<file path="src/rtl/ppu_mem_pkg.sv">
// Shared types and constants for the PPU memory arbiter: address map,
// PPU mode encoding, OAM DMA states and CPU read-return tags.
package ppu_mem_pkg;

  localparam int unsigned DMA_LEN = 160;
  localparam logic [7:0]  OPEN_BUS = 8'hFF;

  localparam logic [15:0] VRAM_BASE = 16'h8000;
  localparam logic [15:0] VRAM_END  = 16'h9FFF;
  localparam logic [15:0] OAM_BASE  = 16'hFE00;
  localparam logic [15:0] OAM_END   = 16'hFE9F;
  localparam logic [15:0] DMA_REG   = 16'hFF46;

  typedef enum logic [1:0] {
    MODE_HBLANK   = 2'd0,
    MODE_VBLANK   = 2'd1,
    MODE_OAM_SCAN = 2'd2,
    MODE_DRAW     = 2'd3
  } ppu_mode_t;

  typedef enum logic [1:0] {
    IDLE  = 2'd0,
    START = 2'd1,
    READ  = 2'd2,
    WRITE = 2'd3
  } dma_state_t;

  typedef enum logic [1:0] {
    TAG_VRAM = 2'd0,
    TAG_OAM  = 2'd1,
    TAG_REG  = 2'd2,
    TAG_OPEN = 2'd3
  } rd_tag_t;

  // Echo RAM pages 0xE0-0xFF alias work RAM 0xC0-0xDF, so DMA never reads OAM/IO.
  function automatic logic [7:0] fold_src(input logic [7:0] hi);
    return (hi >= 8'hE0) ? (hi - 8'h20) : hi;
  endfunction

endpackage

</file>
<file path="src/rtl/oam_dma_engine.sv">
// OAM DMA engine: holds the 0xFF46 page register and copies DMA_LEN bytes
// from {page,index} into OAM, one source read then one OAM write per byte.
// Ports: start/start_page (CPU write to 0xFF46), rd_req/src_addr/rd_ack/rdata
// (source bus), oam_we/oam_addr/oam_wdata (OAM write port), page_reg, active.
module oam_dma_engine
  import ppu_mem_pkg::*;
(
  input  logic        clk,
  input  logic        rst,
  input  logic        start,
  input  logic [7:0]  start_page,
  input  logic        rd_ack,
  input  logic [7:0]  rdata,
  output logic [7:0]  page_reg,
  output logic        active,
  output logic        rd_req,
  output logic [15:0] src_addr,
  output logic        oam_we,
  output logic [7:0]  oam_addr,
  output logic [7:0]  oam_wdata
);

  localparam logic [7:0] LAST_IDX = 8'(DMA_LEN - 1);

  dma_state_t state;
  logic [7:0] src_hi;
  logic [7:0] index;

  // Transfer FSM; a new 0xFF46 write restarts from index 0 in any state.
  always_ff @(posedge clk or negedge rst) begin
    if (!rst) begin
      state     <= IDLE;
      page_reg  <= 8'h00;
      src_hi    <= 8'h00;
      index     <= 8'h00;
      rd_req    <= 1'b0;
      src_addr  <= 16'h0000;
      oam_we    <= 1'b0;
      oam_addr  <= 8'h00;
      oam_wdata <= 8'h00;
    end else if (start) begin
      state    <= START;
      page_reg <= start_page;
      src_hi   <= fold_src(start_page);
      index    <= 8'h00;
      rd_req   <= 1'b0;
      oam_we   <= 1'b0;
    end else begin
      case (state)
        START: begin
          state    <= READ;
          rd_req   <= 1'b1;
          src_addr <= {src_hi, index};
        end
        READ: begin
          if (rd_ack) begin
            state     <= WRITE;
            rd_req    <= 1'b0;
            oam_we    <= 1'b1;
            oam_addr  <= index;
            oam_wdata <= rdata;
          end
        end
        WRITE: begin
          oam_we <= 1'b0;
          if (index == LAST_IDX) begin
            state <= IDLE;
          end else begin
            state    <= READ;
            index    <= index + 8'd1;
            rd_req   <= 1'b1;
            src_addr <= {src_hi, index + 8'd1};
          end
        end
        default: ;
      endcase
    end
  end

  assign active = (state != IDLE);

endmodule

</file>
<file path="src/rtl/ppu_mem_arbiter.sv">
// Arbitrates VRAM and OAM between the CPU bus, the PPU fetcher and OAM DMA,
// applying the DMG mode locks. CPU gets ack one cycle after any hit on
// VRAM/OAM/0xFF46; blocked reads return OPEN_BUS, blocked writes are dropped.
// Ports: cpu_* (CPU bus), lcd_on/ppu_mode (lock inputs), ppu_* (PPU reads),
// vram_*/oam_* (block RAMs, 1-cycle sync read), dma_* (DMA source bus).
// Optional feature macro: PPU_OAM_DMA_EN enables the DMA engine and 0xFF46;
// without it 0xFF46 reads OPEN_BUS, writes are ignored, dma outputs tie to 0.
module ppu_mem_arbiter
  import ppu_mem_pkg::*;
(
  input  logic        clk,
  input  logic        rst,
  input  logic        cpu_req,
  input  logic        cpu_we,
  input  logic [15:0] cpu_addr,
  input  logic [7:0]  cpu_wdata,
  output logic [7:0]  cpu_rdata,
  output logic        cpu_ack,
  input  logic        lcd_on,
  input  logic [1:0]  ppu_mode,
  input  logic [12:0] ppu_vram_addr,
  output logic [7:0]  ppu_vram_rdata,
  input  logic [7:0]  ppu_oam_addr,
  output logic [7:0]  ppu_oam_rdata,
  output logic [12:0] vram_addr,
  output logic [7:0]  vram_wdata,
  output logic        vram_we,
  input  logic [7:0]  vram_rdata,
  output logic [7:0]  oam_addr,
  output logic [7:0]  oam_wdata,
  output logic        oam_we,
  input  logic [7:0]  oam_rdata,
  output logic        dma_rd_req,
  output logic [15:0] dma_src_addr,
  input  logic        dma_rd_ack,
  input  logic [7:0]  dma_rdata,
  output logic        dma_active
);

  ppu_mode_t mode;
  logic      vram_hit, oam_hit, reg_hit;
  logic      vram_lock, oam_lock;
  logic      vram_grant, oam_grant, reg_wr;
  rd_tag_t   tag_d, tag_q;
  logic      vram_steal_q, oam_steal_q;
  logic [7:0] dma_reg, dma_oam_addr, dma_oam_wdata;
  logic       dma_oam_we;

  assign mode     = ppu_mode_t'(ppu_mode);
  assign vram_hit = (cpu_addr >= VRAM_BASE) && (cpu_addr <= VRAM_END);
  assign oam_hit  = (cpu_addr >= OAM_BASE) && (cpu_addr <= OAM_END);
  assign reg_hit  = (cpu_addr == DMA_REG);

  assign vram_lock = lcd_on && (mode == MODE_DRAW);
  assign oam_lock  = (lcd_on && ((mode == MODE_OAM_SCAN) || (mode == MODE_DRAW)))
                     || dma_active;

  assign vram_grant = cpu_req && vram_hit && !vram_lock;
  assign oam_grant  = cpu_req && oam_hit && !oam_lock;
  assign reg_wr     = cpu_req && cpu_we && reg_hit;

`ifdef PPU_OAM_DMA_EN
  localparam bit DMA_EN = 1'b1;

  oam_dma_engine u_dma (
    .clk        (clk),
    .rst        (rst),
    .start      (reg_wr),
    .start_page (cpu_wdata),
    .rd_ack     (dma_rd_ack),
    .rdata      (dma_rdata),
    .page_reg   (dma_reg),
    .active     (dma_active),
    .rd_req     (dma_rd_req),
    .src_addr   (dma_src_addr),
    .oam_we     (dma_oam_we),
    .oam_addr   (dma_oam_addr),
    .oam_wdata  (dma_oam_wdata)
  );
`else
  localparam bit DMA_EN = 1'b0;

  logic unused_dma_in;
  assign unused_dma_in = dma_rd_ack ^ (^dma_rdata);

  assign dma_reg       = 8'h00;
  assign dma_active    = 1'b0;
  assign dma_rd_req    = 1'b0;
  assign dma_src_addr  = 16'h0000;
  assign dma_oam_we    = 1'b0;
  assign dma_oam_addr  = 8'h00;
  assign dma_oam_wdata = 8'h00;
`endif

  // VRAM port: CPU when granted this cycle, PPU otherwise.
  assign vram_addr  = vram_grant ? cpu_addr[12:0] : ppu_vram_addr;
  assign vram_wdata = cpu_wdata;
  assign vram_we    = vram_grant && cpu_we;

  // OAM port: DMA, then CPU, then PPU. A same-cycle 0xFF46 write kills the pending DMA byte.
  always_comb begin
    oam_addr  = ppu_oam_addr;
    oam_wdata = cpu_wdata;
    oam_we    = 1'b0;
    if (dma_active) begin
      oam_addr  = dma_oam_addr;
      oam_wdata = dma_oam_wdata;
      oam_we    = dma_oam_we && !reg_wr;
    end else if (oam_grant) begin
      oam_addr = cpu_addr[7:0];
      oam_we   = cpu_we;
    end
  end

  // Source of the CPU read data returned with next cycle's ack.
  always_comb begin
    tag_d = TAG_OPEN;
    if (vram_grant && !cpu_we)             tag_d = TAG_VRAM;
    else if (oam_grant && !cpu_we)         tag_d = TAG_OAM;
    else if (DMA_EN && reg_hit && !cpu_we) tag_d = TAG_REG;
  end

  always_ff @(posedge clk or negedge rst) begin
    if (!rst) begin
      cpu_ack      <= 1'b0;
      tag_q        <= TAG_OPEN;
      vram_steal_q <= 1'b0;
      oam_steal_q  <= 1'b0;
    end else begin
      cpu_ack      <= cpu_req && (vram_hit || oam_hit || reg_hit);
      tag_q        <= tag_d;
      vram_steal_q <= vram_grant;
      oam_steal_q  <= oam_grant;
    end
  end

  // RAM outputs are already registered; the tag picks them in the ack cycle.
  always_comb begin
    cpu_rdata = 8'h00;
    if (cpu_ack) begin
      case (tag_q)
        TAG_VRAM: cpu_rdata = vram_rdata;
        TAG_OAM:  cpu_rdata = oam_rdata;
        TAG_REG:  cpu_rdata = dma_reg;
        default:  cpu_rdata = OPEN_BUS;
      endcase
    end
  end

  // RAM data following a CPU- or DMA-owned cycle is not the PPU's.
  assign ppu_vram_rdata = vram_steal_q ? OPEN_BUS : vram_rdata;
  assign ppu_oam_rdata  = (oam_steal_q || dma_active) ? OPEN_BUS : oam_rdata;

endmodule

</file>
<file path="config.mk">
export PLATFORM = sky130hd
export DESIGN_NAME = ppu_mem_arbiter
export DESIGN_NICKNAME = d
export VERILOG_FILES = /design/src/rtl/ppu_mem_pkg.sv /design/src/rtl/oam_dma_engine.sv /design/src/rtl/ppu_mem_arbiter.sv
export SDC_FILE = /design/constraint.sdc
export NUM_CORES = 1
export LEC_CHECK = 0
export ABC_AREA = 1
export BUFFER_PORTS_ARGS = -buffer_cell sky130_fd_sc_hd__buf_4
export CAP_MARGIN = 5
export CORE_UTILIZATION = 28
export CTS_BUF_LIST = sky130_fd_sc_hd__clkbuf_8
export DETAILED_ROUTE_END_ITERATION = 12
export GPL_ROUTABILITY_DRIVEN = 1
export PLACE_DENSITY = 0.86
export SLEW_MARGIN = 40
export SYNTH_ARGS = -nofsm -noshare
export SYNTH_HDL_FRONTEND = slang
export SYNTH_HIERARCHICAL = 1
export SYNTH_SLANG_ARGS = --single-unit
</file>
<file path="constraint.sdc">
create_clock -name clk -period 1 [get_ports clk]
set_clock_uncertainty 0.15 [all_clocks]
set_input_delay 0.1 -clock clk [delete_from_list [all_inputs] [get_ports clk]]
set_output_delay 0.1 -clock clk [all_outputs]
set_load 0.01 [all_outputs]
</file>
# Word level (Yosys, flattened, before mapping)
# Cells that the tools add are included.
op_classes:
  n_reduce_logical: 19
  mux: 9
  n_lt_le_gt_ge: 4
  n_eq_ne: 5
ops:
  columns: ["operator", "n"]
  rows:
  - ["greater-or-equal comparator 16 bit (second input constant)", 2]
  - ["less-or-equal comparator 16 bit (second input constant)", 2]
  - ["2-to-1 mux 8 bit", 4]
  - ["one-hot mux 8 bit (3 select lines)", 1]
  - ["equality test 16 bit (second input constant)", 1]
  - ["2-to-1 mux 13 bit", 1]
  - ["logical AND 1 bit", 12]
  - ["equality test 2 bit (second input constant)", 3]
  - ["2-to-1 mux 2 bit", 2]
  - ["zero test 1 bit", 3]
  - ["logical OR 1 bit", 3]
  - ["equality test 2 x 1 -> 1 bit (second input constant)", 1]
  - ["zero test 2 bit", 1]
  - ["2-to-1 mux 1 bit", 1]
totals:
  word_cells: 41
  reg_bits: 5
  in_bits: 77

# Logic depth before layout (Yosys ltp)
# Gate-level depths: netlist of the first run.
logic_depth:
  depth_word: 8
  depth_mapped: 8
  ltp_nobuf: 8

# Worst setup path after synthesis of the first run
# No wires, ideal clock.
synth_path:
  path_kind: "register to output"
  from: "register tag_q[0]"
  to: "output cpu_rdata[0]"
  arrival_time_ns: 0.900
  stages_incl_launch_ff: 4
  setup_slack_ns: -0.150
  path_buffers: 0
  t_required_ns: 0.750
  cell_sequence: "dfstp_2 -> nor2_2 -> nand2_1 -> a21oi_1"
synth_via:
  elab_chain_cells: 3
  elab_cells_between_ends: 5
synth_rtl:
  columns: ["element", "line", "text"]
  rows:
  - ["from (decl)", "ppu_mem_arbiter.sv:44", "rd_tag_t tag_d, tag_q;"]
  - ["from (signal assigned)", "ppu_mem_arbiter.sv:131", "tag_q <= tag_d;"]
  - ["equality test 2 bit, or another cell as far along", "ppu_mem_arbiter.sv:141", "case (tag_q)"]
  - ["one-hot mux 8 bit (3 select lines) (*)", "ppu_mem_arbiter.sv:141", null]
  - ["2-to-1 mux 8 bit (*)", "ppu_mem_arbiter.sv:140", "if (cpu_ack) begin"]
  - ["to (decl)", "ppu_mem_arbiter.sv:17", "output logic [7:0] cpu_rdata,"]
# Mark *: on every way between the ends. The rest lies on a longest branch, timed or not.

# Final worst setup path of the first run
layout_path:
  from: "register tag_q[1]"
  to: "output cpu_rdata[0]"
# The elaborated chain is that of the path after synthesis.

==> summary.md, run 1 <==
| Metric | Value |
|---|---|
| Status | complete, but fails checks |
| Violated checks | setup timing |
| Initial DRC count | 38 |
| Pwr Density | 554.3 mW/mm^2 |
| Post-Syn Area | 0.001114 mm^2 |
| Top delay family on crit path | flip-flops |
| Min Tclk post-route | 1.526 ns |
| CP required | 0.75 ns |
| H-tree Lvls | 1 |
| N_diodes | 0 |
| First-pass GRT wire length | 6927 um |
| XOR/XNOR share of the synthesized area | 0% |
| Core ar. | 0.003744 mm^2 |
| Final setup fails | 49 |
| Synth Area in Compound Gates | 11.80% |
| CP arrival | 1.28 ns |
| First drt pass iteration count | 4 |
| Setup CP Type | register to primary output |
| Worst setup path startpoint | tag_q[1]$_DFF_PN1_ |
| Pre-CTS setup slack | -0.3425 ns |
| CP max stage delay | 0.38 ns |
| Die X | around 65 um |
| Syn Inst Count | 188 |
| Final Cell Area | 0.002641 mm^2 |
| Hold Vio Cnt, Final | 0 |
| Routed Antenna Nets | 0 |
| Row Count | 22 |
| Hold crit path type | input pin to primary output |
| CP Cell Sequence | buf_6 -> nor2_4 -> nand2_1 -> a21oi_2 -> buf_4 |
| Leak | 1.322 nW |
| Clk buf depth | 2 |
| Setup crit end | cpu_rdata[0] |
| Crit share post-route | 152.6% |
| CP Capture Type | primary output |
| Reg area | 130.1 um^2 |
| Vias in the first global route | 1630 |
| Fmax | 0.6555 GHz |
| FILL cells | 283 |
| Initial antenna violation count | 0 |
| Yosys warning total | 6 |
| # IOs | about 160 |
| Worst VDD drop | 0.3094 mV |
| Root Driver | clkbuf_8 |
| DP HPWL | 3336 um |
| Main combinational cell family by area after synthesis | simple AND/OR/NAND/NOR gates |
| Layout area overhead | 137.2% |
| Critical Path Stages | 5 |
| Wire length per cell | 14.17 um |
| Most frequent cells in the layout | buf_4, buf_6, nand2_1, nand2_2, conb_1 |
| Clk sinks | 5 |
| Mean post-synth cell area | 5.923 um^2 |
| Die area | 0.004233 mm^2 |
| Nets@finish | 388 |
| Largest net degree at the start of global routing | 11 |
| Mux cell area share after synthesis | 0% |
| Buf/Inv on CP | 2 |
| Count of cell types in the netlist | 22 |
| Final WL | ~5100 um |
| Max Cap Violations | 0 |
| Via count | about 1.7k |
| Die Ht | about 65 um |
| Dpl cell area | roughly 0.002 mm^2 |
| Synth Area in Simple Gates | 46.29% |
| DR DRC count | 0 |
| Routability cong. | ~0.7 |
| CTS tree | yes |
| Multi-input gate area | roughly 0.0010 mm^2 |
| Slowest CP cell | dfstp_2 |
| Adder-Cell Fraction of Synth Area | 0% |
| Crit Path Max Fanout | 8 |
| Commonest non-fill, non-tap cell in the layout | buf_4 |
| RSZ-0062 raised after global routing | true |
| Post-synthesis sequential area ratio | 11.46% |
| Total track usage | 21.35% |
| CTS buffer count | 3 |
| Max Slew Vio Count | 0 |
| Overflow after GRT | 0 |
| Layout cells sized above 1 | 74.84% |
| PortBufs | 107 |
| Yosys reg bits | 5 |
| Initial Util | 29.75% |
| Final setup margin | -0.5255 ns |
| Avg Vias per Cell | 4.707 |
| Clock transition at path regs | 0.03 ns |
| Type of origin of the critical path | register |
## sequential cells by signal, summed over array words and instances (netlist names)
signal and count:
cpu_ack 1, vram_steal_q 1, oam_steal_q 1, tag_q 2
## report_power, final
group	internal [mW]	switching [mW]	total [mW]
registers	0.208	0.00470	0.213
clock network	0.262	0.0922	0.355
logic	0.510	0.387	0.896
total	0.981	0.484	1.46
## worst min path at each step
stage,start,to,slack [ns],cells after the start
finish,cpu_wdata[3],oam_wdata[3],0.05,0
global placement,rst,cpu_ack$_DFF_PN0_,-0.25,1
CTS,cpu_we,tag_q[0]$_DFF_PN1_,0.04,3
floorplan,rst,cpu_ack$_DFF_PN0_,-0.35,0
global route,cpu_wdata[3],oam_wdata[3],0.05,0
detailed placement,rst,cpu_ack$_DFF_PN0_,-0.25,1
## per-stage QoR
step                cells  TNS (ns)  util [%]  total power [mW]  hold WS, ns
floorplan             205    -1.035         -            0.5881      -0.3456
global placement      343    -10.34     53.94            0.8783      -0.2497
detailed placement    343    -10.85     53.94            0.8890      -0.2476
CTS                   354    -14.16     66.41             1.412      0.04275
global route          358    -16.16     70.55             1.534      0.05002
finish                358    -14.59     70.55             1.464      0.05001
## cells in the mapped netlist (all sizes together)
cell    n  area, um^2
a21oi   9       45.04
buf    38       294.0
conb    1       3.750
dfrtp   3       75.07
dfstp   2       52.55
inv    11       41.29
nand2  73       299.0
nand3   4       32.53
nand4   1       6.260
nor2   14       72.57
nor3    1       5.000
o21ai  15       86.34
or2    16       100.1
## timing repair
action | 4_1_cts | 5_1_grt
pin swaps | 19 | 13
gates cloned | 1 | 0
buffers inserted | 5 | 4
setup endpoints to repair | 48 | 50
hold buffers | 1 | 0
hold endpoints to repair | 5 | 0
resized for setup | 108 | 30
## metal layers
metal / wire (um) / share of wire (%) / global-route usage [%]
met4: 72 / 1.4 / 7.337
met2: 2826 / 56 / 44.27
met5: 0 / 0 / 0
met3: 530 / 10 / 5.282
met1: 1644 / 32 / 19.47
## cell families after synthesis
| family | after synthesis |
|---|---|
| other | 1 |
| buffers and inverters | 49 |
| AND/OR/NAND/NOR | 109 |
| AO/OA/AOI/OAI | 24 |
| flip-flops | 5 |
## final cells by class
cell class	instances	share of cell area, %
multi-input combinational	152	38.84
clock buffer	3	1.563
clock inverter	1	0.1421
timing repair buffer	138	50.21
inverter	11	2.037
tap	48	2.274
sequential	5	4.927
No activity file was read; power rests on OpenSTA's default activity.
==> inputs of run 2 (changes only) <==
--- a/config.mk
+++ b/config.mk
@@ -5,7 +5,6 @@
 export SDC_FILE = /design/constraint.sdc
 export NUM_CORES = 1
 export LEC_CHECK = 0
-export ABC_AREA = 1
 export BUFFER_PORTS_ARGS = -buffer_cell sky130_fd_sc_hd__buf_4
 export CAP_MARGIN = 5
 export CORE_UTILIZATION = 28
==> run 2 against run 1 <==
The flow still finishes with violations (setup timing). Synthesized cell count fell by 35%. Sequential share of layout area rose by 0.53 points. Critical path depth decreased by 1. Final cell count shrank 20%. Count of clock-buffer cells in the layout unchanged. Combinational power is 11% lower. Hold slack got worse by 0.037 ns. Critical endpoint is now cpu_rdata[6]. Largest cell class unchanged.
==> summary.md, run 2 <==
| Metric | Value |
|---|---|
| Hold path depth | 3 (+3) |
| Mux cell area share after synthesis | 26.66% (+27 points) |
| N_diodes | 0 (unchanged) |
| Violated checks | setup timing |
| Top reg by flops | tag_q |
| TNS Setup | -19.11 ns (-4.527 ns) |
| Wire length per cell | 14.05 um (-0.88%) |
| Clk buf depth | 2 (unchanged) |
| Syn Inst Count | 123 (-35%) |
| Die X | 65.03 um (about the same) |
| Vias in the first global route | 1403 (-14%) |
| Clock transition at path regs | 0.03 ns (about the same) |
| List of most frequent post-synthesis cells | buf_4, mux2_4, or2_2 |
| Adder-Cell Fraction of Synth Area | 0% (unchanged) |
| Initial antenna violation count | 0 (unchanged) |
| First drt pass iteration count | 4 (unchanged) |
| Number of synthesized flops with an enable pin | 0 (unchanged) |
| Top cells by area, synth | buf_4, mux2_4, or2_2 |
| Initial DRC count | 32 (-16%) |
| Die area | 0.004229 mm^2 (-0.11%) |
| Yosys warning total | 6 (unchanged) |
| Final setup fails | 50 (+2.0%) |
| Dpl cells | 273 (-20%) |
| Yosys reg bits | 5 (unchanged) |
| CTS buffer count | 3 (unchanged) |
| First-pass GRT wire length | 6016 um (-13%) |
| Main combinational cell family by area after synthesis | multiplexers |
| Crit share post-route | 156.6% (+4.0 points) |
| Leak | 1.220 nW (-7.7%) |
| CP Cell Sequence | buf_12 -> nor2b_2 -> o221a_2 -> buf_6 |
| PortBufs | 107 (unchanged) |
| Layout area overhead | 116.6% |
| Fin cells | 286 (-20%) |
| CP arrival | 1.32 ns (+0.04 ns) |
| Synth Area in Simple Gates | 25.65% (-21 points) |
| Die Ht | 65.03 um (about the same) |
| XOR/XNOR share of the synthesized area | 0% (unchanged) |
| FILL cells | 297 (+4.9%) |
| Final WL | 4017 um (-21%) |
| Pre-CTS setup slack | -0.5345 ns (-0.1920 ns) |
| Crit Path Max Fanout | 4 (-4) |
| Final core utilization | 64.37% (-6.2 points) |
| Layout cells sized above 1 | 84.03% (+9.2 points) |
| Avg Vias per Cell | 4.601 (-2.2%) |
| DP HPWL | 3142 um (-5.8%) |
| Overflow after GRT | 0 (unchanged) |
| Post-synthesis sequential area ratio | 11.47% (+0.013 points) |
| Max Cap Violations | 0 (unchanged) |
| Type of origin of the critical path | register |
| RSZ-0062 raised after global routing | true |
| DR DRC count | 0 (unchanged) |
| Max reg flops | 2 (unchanged) |
| Root Driver | clkbuf_8 |
| Max Slew Vio Count | 0 (unchanged) |
| Post-Syn Area | 0.001112 mm^2 (-0.11%) |
| Pwr Density | 566.6 mW/mm^2 (+2.2%) |
| Commonest non-fill, non-tap cell in the layout | buf_4 |
| CP Capture Type | primary output |
| Setup CP Type | register to primary output |
| Multi-input gate area | 895.9 um^2 (-13%) |
| Commonest register cell after synthesis | dfrtp_1 |
| Routability cong. | 0.7684 (+6.9%) |
| CP required | 0.75 ns (about the same) |
| Reg area | 131.4 um^2 (+0.96%) |
| Mean post-synth cell area | 9.043 um^2 (+53%) |
| CTS tree | yes |
| Count of cell types in the netlist | 31 (+41%) |
| Synth Area in Compound Gates | 10.24% (-1.6 points) |
| Core ar. | 0.003744 mm^2 (unchanged) |
| Slowest CP cell | dfstp_2 |
| Hold crit path type | input pin to register |
| Yosys top cell by area | buf_4 |
| CP max stage delay | 0.57 ns (+0.19 ns) |
| Nets@finish | 316 (-19%) |
| Pwr Total | 1.365 mW (-6.7%) |
| Row Count | 22 (unchanged) |
| Worst VDD drop | 0.3389 mV (+9.5%) |
| Initial Util | 29.71% (-0.033 points) |
| Ys async rst share | 100.0% (unchanged) |
| Count leader, synth | buf_4 |
| Via count | 1316 (-22%) |
| Top cell type's share of synthesized area | 22.95% (+0.026 points) |
| H-tree Lvls | 1 (unchanged) |
| Largest net degree at the start of global routing | 9 (-2) |
| # IOs | 159 (unchanged) |
| Routed Antenna Nets | 0 (unchanged) |
| Hold Vio Cnt, Final | 0 (unchanged) |
| Status | complete, but fails checks |
| Min Tclk post-route | 1.566 ns (+0.04002 ns) |
| Clk sinks | 5 (unchanged) |
| Total track usage | 18.21% (-3.1 points) |
| Final setup margin | -0.5656 ns (-0.04002 ns) |
| Fmax | 0.6387 GHz (-2.6%) |
| Most frequent cells in the layout | buf_4, buf_6, conb_1, or2_4, mux2_4 |
-- run 2: kinds of logic after synthesis --
kind of cell	after synthesis
muxes	21
DFF	5
and+or+nand+nor	43
AOI/OAI and AO/OA	13
other	1
buffers and inverters	40
-- run 2: cell type report --
type	count	share of cell area [%]
Timing Repair Buffer	132	52.60
Multi-Input combinational cell	95	37.18
Sequential cell	5	5.452
Tap cell	48	2.492
Clock buffer	3	1.713
Inverter	2	0.4154
Clock inverter	1	0.1558
-- run 2: timing repair --
action                     in CTS  in global routing
hold endpoints to repair        5                  0
cloned                          1                  0
pin swaps                      19                  8
buffers inserted                9                  3
gates resized for setup        90                  9
hold buffers                    1                  0
setup endpoints to repair      51                 52
-- run 2: stage by stage --
stage	instance area, um^2	hold slack, ns
after global routing	2410	0.03479
after global placement	1929	-0.2500
final	2410	0.01269
after floorplan	1235	-0.3456
after CTS	2372	0.001297
after detailed placement	1929	-0.2491
-- run 2: worst max-delay path, delay by kind of cell (launching register included) --
| family | cells | cell delay, ns |
|---|---|---|
| AND/OR/NAND/NOR | 1 | 0.03 |
| buffers and inverters | 2 | 0.24 |
| flip-flops | 1 | 0.57 |
| AO/OA/AOI/OAI | 1 | 0.26 |
-- run 2: final timing paths --
path                                     from                      to  slack, ns
setup / recovery           tag_q[1]$_DFF_PN1_            cpu_rdata[6]      -0.57
min in group asynchronous                 rst  vram_steal_q$_DFF_PN0_       0.07
max in group asynchronous                 rst      tag_q[0]$_DFF_PN1_       0.44
hold / removal                         cpu_we      tag_q[1]$_DFF_PN1_       0.01
-- run 2: power by group --
| part | total [mW] | internal (mW) | switching [mW] | leakage, nW |
|---|---|---|---|---|
| Combinational | 0.800 | 0.512 | 0.287 | 1.14 |
| Clock | 0.351 | 0.262 | 0.0890 | 0.0269 |
| Sequential | 0.214 | 0.208 | 0.00625 | 0.0577 |
| Total | 1.37 | 0.983 | 0.383 | 1.22 |
-- run 2: per-layer routing --
metal	up-vias	share of wire, %	track usage [%]
met5	-	0	0
met4	0	1.6	5.978
met3	7	11	4.401
met2	98	57	39.45
met1	605	31	15.40
li1	606	-	-
